[src/rtl/mix_columns_engine.sv]
// AES MixColumns / InvMixColumns engine: transforms a 128-bit state in place,
// COLS_PER_CYCLE columns per clock, behind valid/ready handshakes on both sides.
//
// state | meaning
// IDLE  | in_ready high, waiting for a state to latch
// CALC  | transforming column groups in place
// DONE  | out_valid high, result held until out_ready
module mix_columns_engine #(
    parameter int COLS_PER_CYCLE = 1,
    parameter bit INV_ONLY       = 1'b0
) (
    input  logic         clk,
    input  logic         rst_n,
    input  logic         in_valid,
    output logic         in_ready,
    input  logic         in_mode,
    input  logic [127:0] in_data,
    output logic         out_valid,
    input  logic         out_ready,
    output logic [127:0] out_data,
    output logic         busy
);

    typedef enum logic [1:0] {IDLE, CALC, DONE} state_t;

    localparam logic [1:0] LAST_GRP = 2'(4 - COLS_PER_CYCLE);
    localparam logic [1:0] GRP_STEP = 2'(COLS_PER_CYCLE);

    state_t       state;
    logic [1:0]   col_cnt;
    logic         mode_q;
    logic [127:0] st_q;
    logic [127:0] st_nxt;

    logic [1:0]   idx     [COLS_PER_CYCLE];
    logic [31:0]  col_in  [COLS_PER_CYCLE];
    logic [31:0]  col_out [COLS_PER_CYCLE];

    function automatic logic [7:0] xt(input logic [7:0] v);
        return {v[6:0], 1'b0} ^ (v[7] ? 8'h1b : 8'h00);
    endfunction

    function automatic logic [31:0] fwd_col(input logic [31:0] a);
        logic [7:0] a0, a1, a2, a3;
        {a0, a1, a2, a3} = a;
        return {xt(a0) ^ xt(a1) ^ a1 ^ a2 ^ a3,
                a0 ^ xt(a1) ^ xt(a2) ^ a2 ^ a3,
                a0 ^ a1 ^ xt(a2) ^ xt(a3) ^ a3,
                xt(a0) ^ a0 ^ a1 ^ a2 ^ xt(a3)};
    endfunction

    // Coefficients 9/B/D/E share one x2/x4/x8 chain per byte.
    function automatic logic [31:0] inv_col(input logic [31:0] a);
        logic [7:0] b [4];
        logic [7:0] x2, x4, x8;
        logic [7:0] m9 [4];
        logic [7:0] mb [4];
        logic [7:0] md [4];
        logic [7:0] me [4];
        {b[0], b[1], b[2], b[3]} = a;
        for (int k = 0; k < 4; k++) begin
            x2    = xt(b[k]);
            x4    = xt(x2);
            x8    = xt(x4);
            m9[k] = x8 ^ b[k];
            mb[k] = x8 ^ x2 ^ b[k];
            md[k] = x8 ^ x4 ^ b[k];
            me[k] = x8 ^ x4 ^ x2;
        end
        return {me[0] ^ mb[1] ^ md[2] ^ m9[3],
                m9[0] ^ me[1] ^ mb[2] ^ md[3],
                md[0] ^ m9[1] ^ me[2] ^ mb[3],
                mb[0] ^ md[1] ^ m9[2] ^ me[3]};
    endfunction

    for (genvar l = 0; l < COLS_PER_CYCLE; l++) begin : g_lane
        logic [31:0] inv_r;
        assign idx[l]    = col_cnt + 2'(l);
        // Column c lives at bits [(3-c)*32 +: 32]; 3-c is ~c for two bits.
        assign col_in[l] = st_q[{~idx[l], 5'd0} +: 32];
        assign inv_r     = inv_col(col_in[l]);
        if (INV_ONLY) begin : g_inv
            assign col_out[l] = inv_r;
        end else begin : g_fwd
            logic [31:0] fwd_r;
            assign fwd_r      = fwd_col(col_in[l]);
            assign col_out[l] = mode_q ? inv_r : fwd_r;
        end
    end

    always_comb begin
        st_nxt = st_q;
        for (int l = 0; l < COLS_PER_CYCLE; l++) begin
            st_nxt[{~idx[l], 5'd0} +: 32] = col_out[l];
        end
    end

    always_ff @(posedge clk) begin
        if (!rst_n) begin
            state     <= IDLE;
            col_cnt   <= 2'd0;
            mode_q    <= 1'b0;
            st_q      <= '0;
            in_ready  <= 1'b0;
            out_valid <= 1'b0;
            busy      <= 1'b0;
        end else begin
            case (state)
                IDLE: begin
                    in_ready <= 1'b1;
                    if (in_valid && in_ready) begin
                        st_q     <= in_data;
                        mode_q   <= INV_ONLY ? 1'b1 : in_mode;
                        col_cnt  <= 2'd0;
                        in_ready <= 1'b0;
                        busy     <= 1'b1;
                        state    <= CALC;
                    end
                end
                CALC: begin
                    st_q    <= st_nxt;
                    col_cnt <= col_cnt + GRP_STEP;
                    if (col_cnt == LAST_GRP) begin
                        out_valid <= 1'b1;
                        state     <= DONE;
                    end
                end
                DONE: begin
                    if (out_ready) begin
                        out_valid <= 1'b0;
                        busy      <= 1'b0;
                        in_ready  <= 1'b1;
                        state     <= IDLE;
                    end
                end
                default: state <= IDLE;
            endcase
        end
    end

    assign out_data = st_q;

endmodule

[config.mk]
export PLATFORM = sky130hd
export DESIGN_NAME = mix_columns_engine
export DESIGN_NICKNAME = d
export VERILOG_FILES = /design/src/rtl/mix_columns_engine.sv
export SDC_FILE = /design/constraint.sdc
export NUM_CORES = 1
export LEC_CHECK = 0
export CAP_MARGIN = 20
export CORE_MARGIN = 2
export CORE_UTILIZATION = 49
export DETAILED_ROUTE_END_ITERATION = 7
export HOLD_SLACK_MARGIN = 0.06
export PLACE_DENSITY = 0.89
export SYNTH_ARGS = -nofsm -noshare
export SYNTH_HDL_FRONTEND = slang
export SYNTH_SLANG_ARGS = --single-unit
[constraint.sdc]
create_clock -name clk -period 4 [get_ports clk]
set_input_delay 1.2 -clock clk [delete_from_list [all_inputs] [get_ports clk]]
set_output_delay 1.2 -clock clk [all_outputs]
set_load 0.01 [all_outputs]
==> impl_metrics.sql <==
INSERT INTO impl_metrics (metric_group, metric, value, unit) VALUES
('pwr', 'design_power_total', '7640', 'uW'),
('hold_path', 'hold_start', 'out_valid', ''),
('worst_setup_path', 'r2r_setup_slack', '0.1', 'ns'),
('clock_network', 'cts.sink_count', '136', ''),
('worst_setup_path', 'reg2reg_to', 'out_data[58]', ''),
('synth', 'synth-warning-count', '0', ''),
('drt', 'drt_iter0_markers', '1828', ''),
('final_layout', 'layout_commonest_cell', 'clkdlybuf4s50_1', ''),
('placement', 'port-buffer-count', '263', ''),
('worst_setup_path', 'critPathSlowestCell', 'mux4_2', ''),
('timing', 'grt_setup_unrepaired', 'false', ''),
('clock_network', 'tritoncts', 'built', ''),
('timing', 'timing.slew.headroom', '36.8', '%'),
('worst_setup_path', 'crit-reg2reg-launch', 'col_cnt[0]', ''),
('final_layout', 'num-fill-cells', '1296', ''),
('global_route', 'antenna_found_initial', '0', ''),
('drt', 'detailroute.wirelength.met2', '17100', 'um'),
('synth', 'synth.area.top_cells', 'dfxtp_1 30%, xnor2_1 13%, mux4_2 7.9%', ''),
('hold_path', 'worst_hold_path_type', 'register to register', ''),
('die', 'core_region_area', '18100', 'sq um'),
('clock_network', 'clockRootBuffer', 'clkbuf_16', ''),
('synth', 'postSynthCellCount', '990', ''),
('drt', 'drt-wirelength-per-cell', '25.8', 'um'),
('timing', 'min_period', '3.90', 'ns'),
('pwr', 'leakage_power_of_the_design', '0.00492', 'uW'),
('timing', 'timing.setup.tns', '0', 'ns'),
('final_layout', 'layout.nets', '1356', ''),
('clock_network', 'resized_after_cts', '0', ''),
('clock_network', 'clockBufferDepth', '2', ''),
('synth', 'post_synth.cell_area_avg', '9.23', 'sq um'),
('final_layout', 'final_util', '69.6', '%'),
('hold_path', 'holdPathStages', '2', ''),
('worst_setup_path', 'worst_ep_required_time', '4.36', 'ns'),
('die', 'placementRows', '49', ''),
('drt', 'number_of_vias_per_cell', '6.72', ''),
('job', 'drv.max_cap_violation_count', '0', ''),
('final_layout', 'drive_above_1_share', '10.7', '%'),
('worst_setup_path', 'critical_path_class', 'register to register', ''),
('synth', 'netlist-cell-type-count', '48', ''),
('worst_setup_path', 'worstSetupStartpointType', 'register', ''),
('final_layout', 'layout.cells.most_common_list', '262 x clkdlybuf4s50_1, 134 x dfxtp_1, 131 x xnor2_1', ''),
('synth', 'yosys_register_bits', '136', ''),
('global_route', 'grt_overflow_total', '0', ''),
('drt', 'wirelength', '37600', 'um'),
('worst_setup_path', 'cp.arrival', '4.27', 'ns'),
('worst_setup_path', 'most_common_cell_on_crit_path', 'xnor2_1', ''),
('status', 'status', 'finished clean', ''),
('timing', 'fmax', '0.256', 'GHz'),
('timing', 'finalSetupViolations', '0', ''),
('drt', 'top_layer_used', 'met4', ''),
('global_route', 'grt_start_max_net_pins', '84', ''),
('timing', 'fin_crit_sh', '97.6', '%'),
('clock_network', 'cts-htree-levels', '4', ''),
('die', 'design.die.area', '19800', 'sq um'),
('die', 'number_of_primary_i_o_pins', '264', ''),
('timing', 'final_slew_violations', '0', ''),
('clock_network', 'post_cts_hold_buffer_count', '0', ''),
('drt', 'met3_wirelength', '5060', 'um'),
('clock_network', 'worst_skew_pair.late_latency', '0.44', 'ns'),
('drt', 'antenna_violating_nets_post_route', '0', ''),
('hold_path', 'hold_path_end', 'out_valid', ''),
('synth', 'synth.cell_area', '9140', 'sq um'),
('global_route', 'grt_pass1_vias', '9785', ''),
('timing', 'setup_skew', '0.0114', 'ns'),
('synth', 'synth_top_cell_by_area', 'dfxtp_1', ''),
('timing', 'final_hold_viol_count', '0', ''),
('die', 'die_width', '141', 'um'),
('synth', 'ys_seq_area_share', '29.8', '%'),
('worst_setup_path', 'critical_path.cell_chain', 'buf_4 > mux4_2 > xor3_1 > xnor3_1 > xor2_1 > xnor2_1 > xnor2_1 > nand3_1 > a21oi_1', ''),
('drt', 'vias', '9820', ''),
('drt', 'drt_drc_violations_left', '0', '');
[through the flow]
step / hold slack, ns / worst slack [ns] / instance area (sq um)
after floorplan: 0.497 / 0.790 / 9140
after global placement: 0.473 / 0.351 / 12000
after detailed placement: 0.492 / 0.267 / 12000
after CTS: 0.501 / 0.0979 / 12600
after global routing: 0.532 / 0.0705 / 12600
final: 0.495 / 0.0959 / 12600
[how the worst max path moves through the flow]
| stage | from | end | slack [ns] |
|---|---|---|---|
| after floorplan | col_cnt[0] | out_data[125] | 0.79 |
| after global placement | col_cnt[0] | out_data[9] | 0.35 |
| after detailed placement | col_cnt[0] | out_data[125] | 0.27 |
| after CTS | col_cnt[0] | out_data[125] | 0.1 |
| after global routing | col_cnt[0] | out_data[58] | 0.07 |
| final | col_cnt[0] | out_data[58] | 0.1 |
[synthesized netlist by cell type (all sizes together)]
cell       n
a21boi     5
a21oi     72
a221o      4
a221oi    68
a2bb2oi    4
and2       7
and3       3
and4       1
buf       26
clkbuf    62
dfxtp    136
ha         4
inv        3
mux2       1
mux2i      2
mux4      32
nand2     64
nand2b     1
nand3     19
nand3b     1
nand4      1
nor2      81
nor2b      2
nor3       6
nor3b     12
o211a     41
o211ai    24
o21ai     95
o22ai      4
or3        1
xnor2    151
xnor3      8
xor2      47
xor3       2
[cell families (layout without fill, tap and decap cells)]
group | Yosys count | after routing | share of synthesized area (%)
compound gates | 317 | 317 | 23.8
mux | 35 | 35 | 8.27
simple gates | 199 | 199 | 9.54
buf+inv | 91 | 333 | 4.60
fa+ha+maj | 4 | 4 | 0.548
flops | 136 | 136 | 29.8
xor+xnor | 208 | 208 | 23.5
[power breakdown]
| part | switching, uW | total (uW) | internal, uW |
|---|---|---|---|
| Sequential | 143 | 1630 | 1490 |
| Combinational | 2410 | 4270 | 1860 |
| Clock | 638 | 1740 | 1100 |
| Total | 3190 | 7640 | 4450 |
[worst max-delay path, delay by kind of cell (launching register included)]
family / cells / cell delay [ns]
xor+xnor: 5 / 1.92
mux: 1 / 0.66
flops: 1 / 0.53
buf+inv: 1 / 0.29
compound gates: 1 / 0.24
simple gates: 1 / 0.18
[registers in the layout (all words and copies together), names as in the netlist]
signal / flops
out_valid: 1
out_data: 128
col_cnt: 2
state: 2
busy: 1
mode_q: 1
in_ready: 1
[metal layers]
metal / GRT usage (%) / vias up
li1: - / 4071
met1: 44.2 / 4560
met2: 59.3 / 929
met3: 11.5 / 260
met4: 21.9 / 0
met5: 0 / -
[area by class of cell]
type | count | area (sq um) | share of cell area, %
multi-input cells | 763 | 6030 | 47.7
clock buffers | 23 | 478 | 3.78
well taps | 229 | 287 | 2.27
repair buffers | 298 | 2940 | 23.3
inverters | 3 | 11.3 | 0.0891
clock inverters | 9 | 163 | 1.29
flip-flops and latches | 136 | 2730 | 21.6
(Power assumes the default switching activity.)
